===== config.mk =====
export PLATFORM = sky130hd
export DESIGN_NAME = reg_bank_4x8_flat
export DESIGN_NICKNAME = d
export VERILOG_FILES = /design/src/rtl/reg_bank_4x8_pkg.sv /design/src/rtl/reg_bank_4x8_if.sv /design/src/rtl/reg_bank_4x8_reg8_en.sv /design/src/rtl/reg_bank_4x8.sv /design/src/flat_wrapper.sv
export SDC_FILE = /design/constraint.sdc
export NUM_CORES = 1
export LEC_CHECK = 0
export CORE_MARGIN = 4
export CORE_UTILIZATION = 57
export CTS_BUF_LIST = sky130_fd_sc_hd__clkbuf_8
export DETAILED_ROUTE_END_ITERATION = 10
export PLACE_DENSITY = 0.89
export SETUP_SLACK_MARGIN = 0.05
export SLEW_MARGIN = 10
export SYNTH_ARGS = -nofsm -noshare
export SYNTH_HDL_FRONTEND = slang
export SYNTH_HIERARCHICAL = 1
export SYNTH_SLANG_ARGS = --single-unit

===== constraint.sdc =====
create_clock -name clk -period 2.3 [get_ports clk]
set_clock_uncertainty 0.1 [all_clocks]
set_input_delay 0.23 -clock clk [delete_from_list [all_inputs] [get_ports clk]]
set_output_delay 0.23 -clock clk [all_outputs]
set_load 0.01 [all_outputs]

===== src/rtl/reg_bank_4x8_pkg.sv =====
// Shared sizing defaults and controller state encoding for the 4x8 register bank.
package reg_bank_4x8_pkg;

  localparam int WIDTH = 8;
  localparam int DEPTH = 4;
  localparam int AW    = 2;

  typedef enum logic {
    ST_IDLE  = 1'b0,
    ST_CLEAR = 1'b1
  } state_e;

endpackage


===== src/rtl/reg_bank_4x8_if.sv =====
// Bus bundle for the register bank: write port, two read ports, clear control and status.
interface reg_bank_4x8_if;
  import reg_bank_4x8_pkg::*;

  logic             we;
  logic [AW-1:0]    waddr;
  logic [WIDTH-1:0] wdata;
  logic [AW-1:0]    raddr1;
  logic [AW-1:0]    raddr0;
  logic [WIDTH-1:0] rdata1;
  logic [WIDTH-1:0] rdata0;
  logic             clr;
  logic             busy;
  logic             wack;

  modport master (
    output we, waddr, wdata, raddr1, raddr0, clr,
    input  rdata1, rdata0, busy, wack
  );

  modport slave (
    input  we, waddr, wdata, raddr1, raddr0, clr,
    output rdata1, rdata0, busy, wack
  );

endinterface


===== src/rtl/reg_bank_4x8_reg8_en.sv =====
// Single storage register with synchronous reset, synchronous zero and load enable.
module reg8_en #(
  parameter int WIDTH = 8
) (
  input  logic             clk,
  input  logic             rst,
  input  logic             en_i,
  input  logic             zero_i,
  input  logic [WIDTH-1:0] d_i,
  output logic [WIDTH-1:0] q_o
);

  logic [WIDTH-1:0] q_q;

  // Zero wins over load so a clear step can never be overwritten by a stray write.
  always_ff @(posedge clk) begin
    if (rst) begin
      q_q <= {WIDTH{1'b0}};
    end else if (zero_i) begin
      q_q <= {WIDTH{1'b0}};
    end else if (en_i) begin
      q_q <= d_i;
    end else begin
      q_q <= q_q;
    end
  end

  assign q_o = q_q;

endmodule


===== src/rtl/reg_bank_4x8.sv =====
// Four-entry register bank: two registered read ports with write/clear bypass,
// one write port, and a one-register-per-cycle clear sequence.
module reg_bank_4x8 import reg_bank_4x8_pkg::*; (
  input  logic           clk,
  input  logic           rst,
  reg_bank_4x8_if.slave  bus
);

  logic [WIDTH-1:0] reg_s [DEPTH];
  logic [DEPTH-1:0] ld_s;
  logic [DEPTH-1:0] zero_s;

  state_e           state_q;
  logic [AW-1:0]    idx_q;
  logic             busy_q;
  logic             wack_q;
  logic [WIDTH-1:0] rdata1_q;
  logic [WIDTH-1:0] rdata0_q;
  logic [WIDTH-1:0] rdata1_d;
  logic [WIDTH-1:0] rdata0_d;

  logic wr_acc_s;
  logic clr_act_s;

  // A read sees the value the register will hold after this edge: fresh write data, or zero if being cleared.
  function automatic logic [WIDTH-1:0] read_port(
    input logic [AW-1:0]    raddr,
    input logic [WIDTH-1:0] stored,
    input logic             wr_acc,
    input logic [AW-1:0]    waddr,
    input logic [WIDTH-1:0] wdata,
    input logic             clr_act,
    input logic [AW-1:0]    idx
  );
    logic [WIDTH-1:0] val;
    if (wr_acc && (raddr == waddr)) begin
      val = wdata;
    end else if (clr_act && (raddr == idx)) begin
      val = {WIDTH{1'b0}};
    end else begin
      val = stored;
    end
    return val;
  endfunction

  assign wr_acc_s  = bus.we && (state_q == ST_IDLE) && !bus.clr;
  assign clr_act_s = (state_q == ST_CLEAR);

  always_comb begin
    for (int i = 0; i < DEPTH; i++) begin
      ld_s[i]   = wr_acc_s && (bus.waddr == AW'(i));
      zero_s[i] = clr_act_s && (idx_q == AW'(i));
    end
  end

  for (genvar g = 0; g < DEPTH; g++) begin : g_regs
    reg8_en #(.WIDTH(WIDTH)) u_reg (
      .clk    (clk),
      .rst    (rst),
      .en_i   (ld_s[g]),
      .zero_i (zero_s[g]),
      .d_i    (bus.wdata),
      .q_o    (reg_s[g])
    );
  end

  always_comb begin
    rdata1_d = read_port(bus.raddr1, reg_s[bus.raddr1], wr_acc_s, bus.waddr,
                         bus.wdata, clr_act_s, idx_q);
    rdata0_d = read_port(bus.raddr0, reg_s[bus.raddr0], wr_acc_s, bus.waddr,
                         bus.wdata, clr_act_s, idx_q);
  end

  // Controller: state, clear index, status flags and read data registers.
  always_ff @(posedge clk) begin
    if (rst) begin
      state_q  <= ST_IDLE;
      idx_q    <= {AW{1'b0}};
      busy_q   <= 1'b0;
      wack_q   <= 1'b0;
      rdata1_q <= {WIDTH{1'b0}};
      rdata0_q <= {WIDTH{1'b0}};
    end else begin
      wack_q   <= wr_acc_s;
      rdata1_q <= rdata1_d;
      rdata0_q <= rdata0_d;
      case (state_q)
        ST_IDLE: begin
          idx_q <= {AW{1'b0}};
          if (bus.clr) begin
            state_q <= ST_CLEAR;
            busy_q  <= 1'b1;
          end else begin
            state_q <= ST_IDLE;
            busy_q  <= 1'b0;
          end
        end
        ST_CLEAR: begin
          idx_q <= idx_q + AW'(1);
          if (idx_q == AW'(DEPTH - 1)) begin
            state_q <= ST_IDLE;
            busy_q  <= 1'b0;
          end else begin
            state_q <= ST_CLEAR;
            busy_q  <= 1'b1;
          end
        end
        default: begin
          state_q <= ST_IDLE;
          idx_q   <= {AW{1'b0}};
          busy_q  <= 1'b0;
        end
      endcase
    end
  end

  assign bus.rdata1 = rdata1_q;
  assign bus.rdata0 = rdata0_q;
  assign bus.busy   = busy_q;
  assign bus.wack   = wack_q;

endmodule


===== src/flat_wrapper.sv =====
// flat-port wrapper written by rule: the top's interface ports become plain ports
module reg_bank_4x8_flat import reg_bank_4x8_pkg::*;
  (clk, rst, bus_we, bus_waddr, bus_wdata, bus_raddr1, bus_raddr0, bus_clr, bus_rdata1, bus_rdata0, bus_busy, bus_wack);
  reg_bank_4x8_if bus_i ();
  input  logic clk;
  input  logic rst;
  input wire logic [$bits(bus_i.we)-1:0] bus_we;
  input wire logic [$bits(bus_i.waddr)-1:0] bus_waddr;
  input wire logic [$bits(bus_i.wdata)-1:0] bus_wdata;
  input wire logic [$bits(bus_i.raddr1)-1:0] bus_raddr1;
  input wire logic [$bits(bus_i.raddr0)-1:0] bus_raddr0;
  input wire logic [$bits(bus_i.clr)-1:0] bus_clr;
  output wire logic [$bits(bus_i.rdata1)-1:0] bus_rdata1;
  output wire logic [$bits(bus_i.rdata0)-1:0] bus_rdata0;
  output wire logic [$bits(bus_i.busy)-1:0] bus_busy;
  output wire logic [$bits(bus_i.wack)-1:0] bus_wack;
  assign bus_i.we = bus_we;
  assign bus_i.waddr = bus_waddr;
  assign bus_i.wdata = bus_wdata;
  assign bus_i.raddr1 = bus_raddr1;
  assign bus_i.raddr0 = bus_raddr0;
  assign bus_i.clr = bus_clr;
  assign bus_rdata1 = bus_i.rdata1;
  assign bus_rdata0 = bus_i.rdata0;
  assign bus_busy = bus_i.busy;
  assign bus_wack = bus_i.wack;
  reg_bank_4x8 u_core (.clk(clk), .rst(rst), .bus(bus_i));
endmodule

; ---- After elaboration in Yosys (flattened, before gate mapping)
; Index checks and enable logic that the tools add are counted.
; Widths: inputs -> output; s select.
[classes]
n_addsub = 1
multipliers = 0
div_mod_pow = 0
order_cmp = 2
eq_ne = 10
shifts = 0
mux = 14
n_bitwise = 3
n_reduce_logical = 21
[ops]
columns = operator, n
row1 = $mux 8, 8
row2 = $bmux 8 s2, 2
row3 = $logic_and 1x1->1, 14
row4 = $eq 2x2->1, 4
row5 = $eq 2x2->1 const B, 4
row6 = $reduce_or 2->1, 4
row7 = $ge 3x3->1 const B, 2
row8 = $not 2->3, 2
row9 = $eq 2x1->1 const B, 2
row10 = $logic_not 2->1, 2
row11 = $pmux 2 s2, 1
row12 = $add 2x1->2 const B, 1
row13 = $mux 1, 2
row14 = $pmux 1 s2, 1
row15 = $logic_not 1->1, 1
row16 = $not 1->1, 1
[totals]
ff_bits = 52
latchBits = 0
mem_bits_rw = 0
rom_bits = 0
inputBits = 18
output_inout_bits = 18
memories = 0

; ---- Depth between registers and ports, before layout
; Gate-level depths: netlist (run 1).
[logic_depth]
word_depth = 6
mapped_depth = 8
ltp_nobuf = 5

; ---- Modules after synthesis
; The synthesis (run 1) kept the hierarchy.
[modules_own_cells]
columns = mod, n_inst, cells_per_inst, area_per_inst_um2, seq_area_each_um2
row1 = reg_bank_4x8, 1, 141, 1600.3, 400.4
row2 = reg8_en, 4, 27, 295.3, 160.2

; ---- Worst setup path after synthesis (run 1)
; OpenSTA, ideal clock, no wires.
[synth_path]
kind = reg2reg
from = register u_core/bus.busy (netlist name)
to = register u_core.g_regs[2].u_reg.q_q[0]
setup_time_ns = 0.114
arrival_time_ns = 1.652
slack_ns = 0.433
stages_incl_launch_ff = 9
path_buffers = 3
path_cell_list = dfxtp_1 > nor3b_1 > clkbuf_1 > clkbuf_1 > nand2_1 > nor2_1 > buf_4 > mux2i_1 > nor2_1
[synth_rtl]
columns = element, line_no
row1 = "end signal, assigned", reg_bank_4x8_reg8_en.sv:18  ; q_q <= {WIDTH{1'b0}};
row2 = "end signal, assigned", reg_bank_4x8_reg8_en.sv:20  ; q_q <= {WIDTH{1'b0}};
row3 = "end signal, assigned", reg_bank_4x8_reg8_en.sv:22  ; q_q <= d_i;
row4 = "end, declared", reg_bank_4x8_reg8_en.sv:13  ; logic [WIDTH-1:0] q_q;

==> impl_metrics.env, run 1 <==
export IMPL_area_delta_synth_final_pct=17.3
export IMPL_crit_arrival_ns=1.99
export IMPL_synth_top_area_share_pct=37.4
export IMPL_wl_mm=5.96
export IMPL_ys_async_sr_fraction_pct=0
export IMPL_gr_max_usage_layer="met2"
export IMPL_synth_common_cells="dfxtp_1 (52), nor2_1 (35), mux2i_1 (33)"
export IMPL_max_clock_freq_mhz=526
export IMPL_cts_tree="yes"
export IMPL_path_clk_slew_ns=0.09
export IMPL_rsz0062_at_grt="false"
export IMPL_multi_input_area_um2=1520
export IMPL_place_inst=339
export IMPL_setup_violations_final=0
export IMPL_synth_area_um2=2780
export IMPL_met3_usage_pct=4.64
export IMPL_synth_avg_cell_area_um2=11.2
export IMPL_yosysMostFrequentCell="dfxtp_1"
export IMPL_nNetsFinal=301
export IMPL_io_pins=36
export IMPL_place_congestion=0.812
export IMPL_cap_violations=0
export IMPL_cp_required_ns=2.39
export IMPL_reg2reg_from="u_core/bus.busy$_SDFF_PP0_"
export IMPL_netlist_instances=249
export IMPL_reg2regPathDepth=5
export IMPL_fill_cells=339
export IMPL_postRouteAntennaNets=0
export IMPL_numClockSinks=52
export IMPL_post_drt_wl_per_cell_um=17.2
export IMPL_cts_inserted_buffers=5
export IMPL_p_per_area_nw_per_um2=559
export IMPL_insertion_delay_ns=0.31
export IMPL_power_total_w=0.00182
export IMPL_core_area_um2=4720
export IMPL_worst_path_max_fanout=12
export IMPL_hold_slack_ns=0.429
export IMPL_final_cell_area_um2=3260
export IMPL_finalCritPeriodShare_pct=82.6
export IMPL_layout_cells_non_filler=347
export IMPL_drt_iter0_markers=161
export IMPL_status="finished, final reports clean"
export IMPL_p_leak_nw=1.19
export IMPL_drive_above_1_share_pct=20.4
export IMPL_worst_setup_path_end_kind="flip-flop"
export IMPL_hold_depth=2
export IMPL_die_w_um=77.9
export IMPL_port_buffers=35
export IMPL_cts_post_setup_buffers_inserted=0
export IMPL_root_buffer="clkbuf_8"
export IMPL_worstHoldStart="u_core/g_regs[2].u_reg/q_o[7]$_SDFFE_PP0P_"
export IMPL_drv_slew=0
export IMPL_grt_pass1_wl_mm=10.1
export IMPL_synth_area_leaders="dfxtp_1 (37%), mux4_2 (13%), mux2i_1 (12%), o41ai_2 (9.4%), nor2_1 (4.7%)"
export IMPL_yosysSeqAreaShare_pct=37.4
export IMPL_synth_edf_count=0
export IMPL_htree_levels=2
export IMPL_antenna_cells=0
export IMPL_grt_overflow=0
export IMPL_die_h_um=77.9
export IMPL_grt_pass1_vias=2000
export IMPL_route_detailed_drc=0
export IMPL_cts_resized=0
export IMPL_period_needed_ns=1.90
export IMPL_die_area_um2=6060
export IMPL_synth_seq_cells=52
export IMPL_drt_pass1_iter_count=4
export IMPL_grt_max_degree=18
export IMPL_synth_nets=271
export IMPL_grtUsageTotal_pct=21.5
export IMPL_viasPerCell=5.64
export IMPL_ctsHoldBuffers=0
export IMPL_vias=1956
export IMPL_groute_layer_met2_usage_pct=34.5
export IMPL_post_synth_num_cell_types=24
export IMPL_r2r_setup_slack_ns=0.40
export IMPL_post_dp_hpwl_mm=4.59
export IMPL_ff_latch_area_um2=1040
export IMPL_hold_path_class="reg2reg"
export IMPL_worst_slew_pin_slew_ns=0.540
export IMPL_vdd_drop_max_mv=0.245
export IMPL_rows=25
export IMPL_synth_flop_cell="dfxtp_1"
export IMPL_grt_antenna_before_repair=0
export IMPL_initial_core_util_pct=58.9
export IMPL_worst_setup_path_start_kind="flip-flop"
export IMPL_fin_tns_setup_ns=0
export IMPL_critical_path_class="reg2reg"
export IMPL_hold_viol=0
export IMPL_relSlewSlack_pct=63.9
export IMPL_use_met1_pct=27.9
export IMPL_cts_buffer_depth=2
export IMPL_min_to="u_core/g_regs[2].u_reg/q_o[7]$_SDFFE_PP0P_"
export IMPL_synth_warnings=6
export IMPL_placed_area_um2=3140
export IMPL_rr_endpoint="u_core/g_regs[1].u_reg/q_o[2]$_SDFFE_PP0P_"
export IMPL_synth_top_area_cell="dfxtp_1"
placed cells by master (no fill, tap or decap), types with 2 or more instances in the layout:
cell type | synthesis | layout
xnor2_2 | 4 | 4
ha_1 | 4 | 4
clkbuf_8 | 0 | 6
nor2_1 | 35 | 35
inv_1 | 19 | 19
dfxtp_1 | 52 | 52
nand4_1 | 16 | 16
xnor2_1 | 4 | 4
buf_4 | 7 | 10
nor3b_1 | 3 | 2
nor2b_1 | 8 | 8
mux4_2 | 16 | 16
and3_1 | 4 | 4
and2_1 | 4 | 4
clkdlybuf4s50_1 | 0 | 35
o41ai_2 | 16 | 16
mux2i_1 | 33 | 33
or2_1 | 4 | 4
per-stage QoR:
step,util [%],setup slack [ns]
global placement,66.5,0.208
global route,69.1,0.285
floorplan,-,0.433
finish,69.1,0.400
CTS,69.1,0.402
detailed placement,66.5,0.190
worst max-delay path, cell delays in order, from the launching register on:
cell,delay [ns]
dfxtp_1,0.42
or3b_2,0.55
nor3b_1,0.21
buf_4,0.23
mux2i_1,0.21
nor2_1,0.06
state kept, by name (all words and copies together), names as in the netlist:
| signal | count |
|---|---|
| u_core/g_regs.u_reg/q_o | 32 |
| u_core/bus.wack | 1 |
| u_core/idx_q | 2 |
| u_core/bus.rdata0 | 8 |
| u_core/bus.rdata1 | 8 |
| u_core/bus.busy | 1 |
power by group:
part | total, W | internal, W | leakage, nW | switching (W)
sequential | 0.000931 | 0.000917 | 0.421 | 0.0000136
clock | 0.000655 | 0.000356 | 0.0614 | 0.000299
combinational | 0.000237 | 0.000108 | 0.710 | 0.000129
total | 0.00182 | 0.00138 | 1.19 | 0.000442
area by class of cell:
type,count,area share (%)
multi-input cells,156,46.6
flip-flops and latches,52,31.9
repair buffers,45,13.0
well taps,67,2.57
clock buffers,6,2.53
inverters,19,2.19
clock inverters,2,1.19
routing by layer:
| layer | up-vias | wire (um) |
|---|---|---|
| met5 | - | 0 |
| met4 | 0 | 140 |
| met3 | 13 | 325 |
| met2 | 63 | 2950 |
| met1 | 932 | 2550 |
| li1 | 948 | - |
how the worst max path moves through the flow:
| stage | startpoint | to | slack [ns] |
|---|---|---|---|
| finish | u_core/bus.busy$_SDFF_PP0_ | u_core/g_regs[1].u_reg/q_o[2]$_SDFFE_PP0P_ | 0.40 |
| global route | u_core/bus.busy$_SDFF_PP0_ | u_core/g_regs[0].u_reg/q_o[7]$_SDFFE_PP0P_ | 0.28 |
| CTS | u_core/bus.busy$_SDFF_PP0_ | u_core/g_regs[1].u_reg/q_o[2]$_SDFFE_PP0P_ | 0.40 |
| detailed placement | bus_clr | u_core/g_regs[1].u_reg/q_o[2]$_SDFFE_PP0P_ | 0.19 |
| global placement | bus_we | u_core/g_regs[1].u_reg/q_o[7]$_SDFFE_PP0P_ | 0.21 |
| floorplan | u_core/bus.busy$_SDFF_PP0_ | u_core/g_regs[2].u_reg/q_o[0]$_SDFFE_PP0P_ | 0.43 |
kinds of logic after synthesis:
logic type / share of synthesized area (%)
adders and majority gates: 1.80
xor gates and xnor gates: 3.60
buffers and inverters: 8.14
AOI/OAI and AO/OA: 9.36
DFF: 37.4
and+or+nand+nor: 14.8
muxes: 24.8
No activity file was read; power rests on OpenSTA's default activity.
==> run 2, diff against run 1 <==
--- a/config.mk
+++ b/config.mk
@@ -6,10 +6,10 @@
 export NUM_CORES = 1
 export LEC_CHECK = 0
 export CORE_MARGIN = 4
-export CORE_UTILIZATION = 57
+export CORE_UTILIZATION = 52
 export CTS_BUF_LIST = sky130_fd_sc_hd__clkbuf_8
 export DETAILED_ROUTE_END_ITERATION = 10
-export PLACE_DENSITY = 0.89
+export PLACE_DENSITY = 0.86
 export SETUP_SLACK_MARGIN = 0.05
 export SLEW_MARGIN = 10
 export SYNTH_ARGS = -nofsm -noshare
==> constraint.sdc (replaced) <==
create_clock -name clk -period 1.6 [get_ports clk]
set_clock_uncertainty 0.1 [all_clocks]
set_input_delay 0.16 -clock clk [delete_from_list [all_inputs] [get_ports clk]]
set_output_delay 0.16 -clock clk [all_outputs]
set_load 0.01 [all_outputs]
==> impl_metrics.env, run 2 (synthesis results as in run 1) <==
export IMPL_postRouteAntennaNets=0
export IMPL_max_clock_freq_mhz=601
export IMPL_layout_commonest_cell="dfxtp_1"
export IMPL_core_area_um2=5140
export IMPL_cp_required_ns=1.70
export IMPL_worst_path_max_fanout=8
export IMPL_port_buffers=35
export IMPL_critical_path_class="reg2reg"
export IMPL_root_buffer="clkbuf_8"
export IMPL_cts_buffer_depth=2
export IMPL_drive_above_1_share_pct=28.1
export IMPL_place_congestion=0.821
export IMPL_grt_max_degree=18
export IMPL_htree_levels=2
export IMPL_grtUsageTotal_pct=21.5
export IMPL_fin_tns_setup_ns=-0.132
export IMPL_cts_tree="yes"
export IMPL_largest_register_ffs=32
export IMPL_p_per_area_nw_per_um2=783
export IMPL_numClockSinks=52
export IMPL_worst_slew_pin_slew_ns=0.396
export IMPL_min_to="u_core/bus.busy$_SDFF_PP0_"
export IMPL_cap_violations=0
export IMPL_worst_setup_path_start_kind="flip-flop"
export IMPL_io_pins=36
export IMPL_viasPerCell=5.76
export IMPL_internal_power_w=0.00207
export IMPL_fill_cells=378
export IMPL_post_dp_hpwl_mm=4.79
export IMPL_finalCritPeriodShare_pct=104
export IMPL_p_seq_share_pct=49.1
export IMPL_die_area_um2=6580
export IMPL_antenna_cells=0
export IMPL_crit_arrival_ns=1.76
export IMPL_reg2regPathDepth=5
export IMPL_die_h_um=81.1
export IMPL_clkPwrFrac_pct=35.8
export IMPL_wl_mm=6.57
export IMPL_fin_ws_ns=-0.0639
export IMPL_nNetsFinal=316
export IMPL_cp_slowest_cell="or3b_4"
export IMPL_period_needed_ns=1.66
export IMPL_route_detailed_drc=0
export IMPL_grt_pass1_wl_mm=10.6
export IMPL_drt_iter0_markers=78
export IMPL_drt_pass1_iter_count=4
export IMPL_vdd_drop_max_mv=0.456
export IMPL_status="finished with violations"
export IMPL_insertion_delay_ns=0.31
export IMPL_final_util_pct=67.6
export IMPL_drv_slew=0
export IMPL_reg2reg_from="u_core/bus.busy$_SDFF_PP0_"
export IMPL_p_leak_nw=1.31
export IMPL_hold_path_class="in2reg"
export IMPL_setup_violations_final=6
export IMPL_rsz0062_at_grt="true"
export IMPL_cts_inserted_buffers=5
export IMPL_grt_overflow=0
export IMPL_vias=2103
export IMPL_mostFrequentLayoutCells="dfxtp_1 (49), nor2_1 (35), mux2i_1 (32)"
export IMPL_p_switching_w=0.000651
export IMPL_rr_endpoint="u_core/g_regs[1].u_reg/q_o[1]$_SDFFE_PP0P_"
export IMPL_hold_depth=3
export IMPL_slowest_delay_ns=0.40
export IMPL_violations="negative setup slack"
export IMPL_rows=26
export IMPL_die_w_um=81.1
export IMPL_initial_core_util_pct=54.1
export IMPL_post_drt_wl_per_cell_um=18.0
export IMPL_worst_setup_path_end_kind="flip-flop"
export IMPL_relSlewSlack_pct=73.5
export IMPL_hold_viol=0
export IMPL_worstHoldStart="bus_clr"
export IMPL_cp_cell_sequence="or3b_4 -> nor3b_4 -> buf_6 -> mux2i_2 -> nor2_1"
export IMPL_r2r_setup_slack_ns=-0.06
export IMPL_path_clk_slew_ns=0.09
export IMPL_swShare_pct=23.9
export IMPL_combinationalPowerShare_pct=15.2
export IMPL_grt_pass1_vias=2151
export IMPL_grt_antenna_before_repair=0
export IMPL_area_delta_synth_final_pct=25.0
[run 2: cell types whose count changed in the layout (fill, tap and decap cells not counted), sizes merged]
| cell | before | now |
|---|---|---|
| buf | 10 | 25 |
| clkdlybuf4s50 | 35 | 31 |
| dlygate4sd2 | 0 | 3 |
| clkbuf | 6 | 7 |
| clkinv | 1 | 0 |
| dlymetal6s2s | 0 | 1 |
[run 2: through the flow]
step           setup slack [ns]  total power (W)  instances  hold WS [ns]  cell area, um^2
3_5_place_dp             -0.410          0.00176        356         0.404             3310
5_1_grt                  -0.106          0.00281        365         0.234             3480
2_1_floorplan           -0.0465          0.00160        249         0.204             2820
4_1_cts                 -0.0346          0.00273        365         0.202             3450
6_report                -0.0639          0.00272        365         0.203             3480
3_3_place_gp             -0.287          0.00175        356         0.384             3310
[run 2: area by class of cell]
cell class	count	area [um^2]	share of cell area [%]
Multi-Input combinational cell	156	1550	44.7
Timing Repair Buffer	60	594	17.1
Sequential cell	52	1040	30.0
Clock buffer	7	96.3	2.77
Inverter	19	71.3	2.05
Tap cell	70	87.6	2.52
Clock inverter	1	30.0	0.864
[run 2: worst max-delay path by stage]
stage / startpoint / endpoint / slack [ns] / depth (start not counted)
global placement: bus_clr / u_core/g_regs[1].u_reg/q_o[4]$_SDFFE_PP0P_ / -0.29 / 6
global route: u_core/bus.busy$_SDFF_PP0_ / u_core/g_regs[1].u_reg/q_o[1]$_SDFFE_PP0P_ / -0.11 / 5
detailed placement: bus_clr / u_core/g_regs[1].u_reg/q_o[1]$_SDFFE_PP0P_ / -0.41 / 6
CTS: u_core/bus.busy$_SDFF_PP0_ / u_core/g_regs[0].u_reg/q_o[2]$_SDFFE_PP0P_ / -0.03 / 5
finish: u_core/bus.busy$_SDFF_PP0_ / u_core/g_regs[1].u_reg/q_o[1]$_SDFFE_PP0P_ / -0.06 / 5
floorplan: u_core/bus.busy$_SDFF_PP0_ / u_core/g_regs[1].u_reg/q_o[0]$_SDFFE_PP0P_ / -0.05 / 6
[run 2: metal layers]
layer	part of all wire, %	vias up	global-route usage [%]	wire [um]
li1	-	981	-	-
met1	40	1039	24.7	2630
met2	52	62	37.8	3440
met3	5.0	21	5.21	330
met4	2.5	0	9.29	167
met5	0	-	0	0
[run 2: timing repair]
action,in CTS,in global routing
hold buffers,0,0
setup buffers,1,0
hold endpoints to repair,0,0
resized for setup,7,10
pin swaps,1,3
setup endpoints to repair,32,48
[run 2: power groups by stage]
stage,Combinational [W],Clock [W],Sequential [W]
2_1_floorplan,0.000231,0,0.00137
3_3_place_gp,0.000386,0,0.00136
3_5_place_dp,0.000395,0,0.00137
4_1_cts,0.000401,0.000991,0.00134
5_1_grt,0.000441,0.00103,0.00134
6_report,0.000413,0.000974,0.00134
[run 2: worst max-delay path: cells and delay by family, from the launching register on]
| kind | cells | cell delay, ns |
|---|---|---|
| buffers and inverters | 1 | 0.18 |
| muxes | 1 | 0.25 |
| and+or+nand+nor | 3 | 0.67 |
| DFF | 1 | 0.34 |
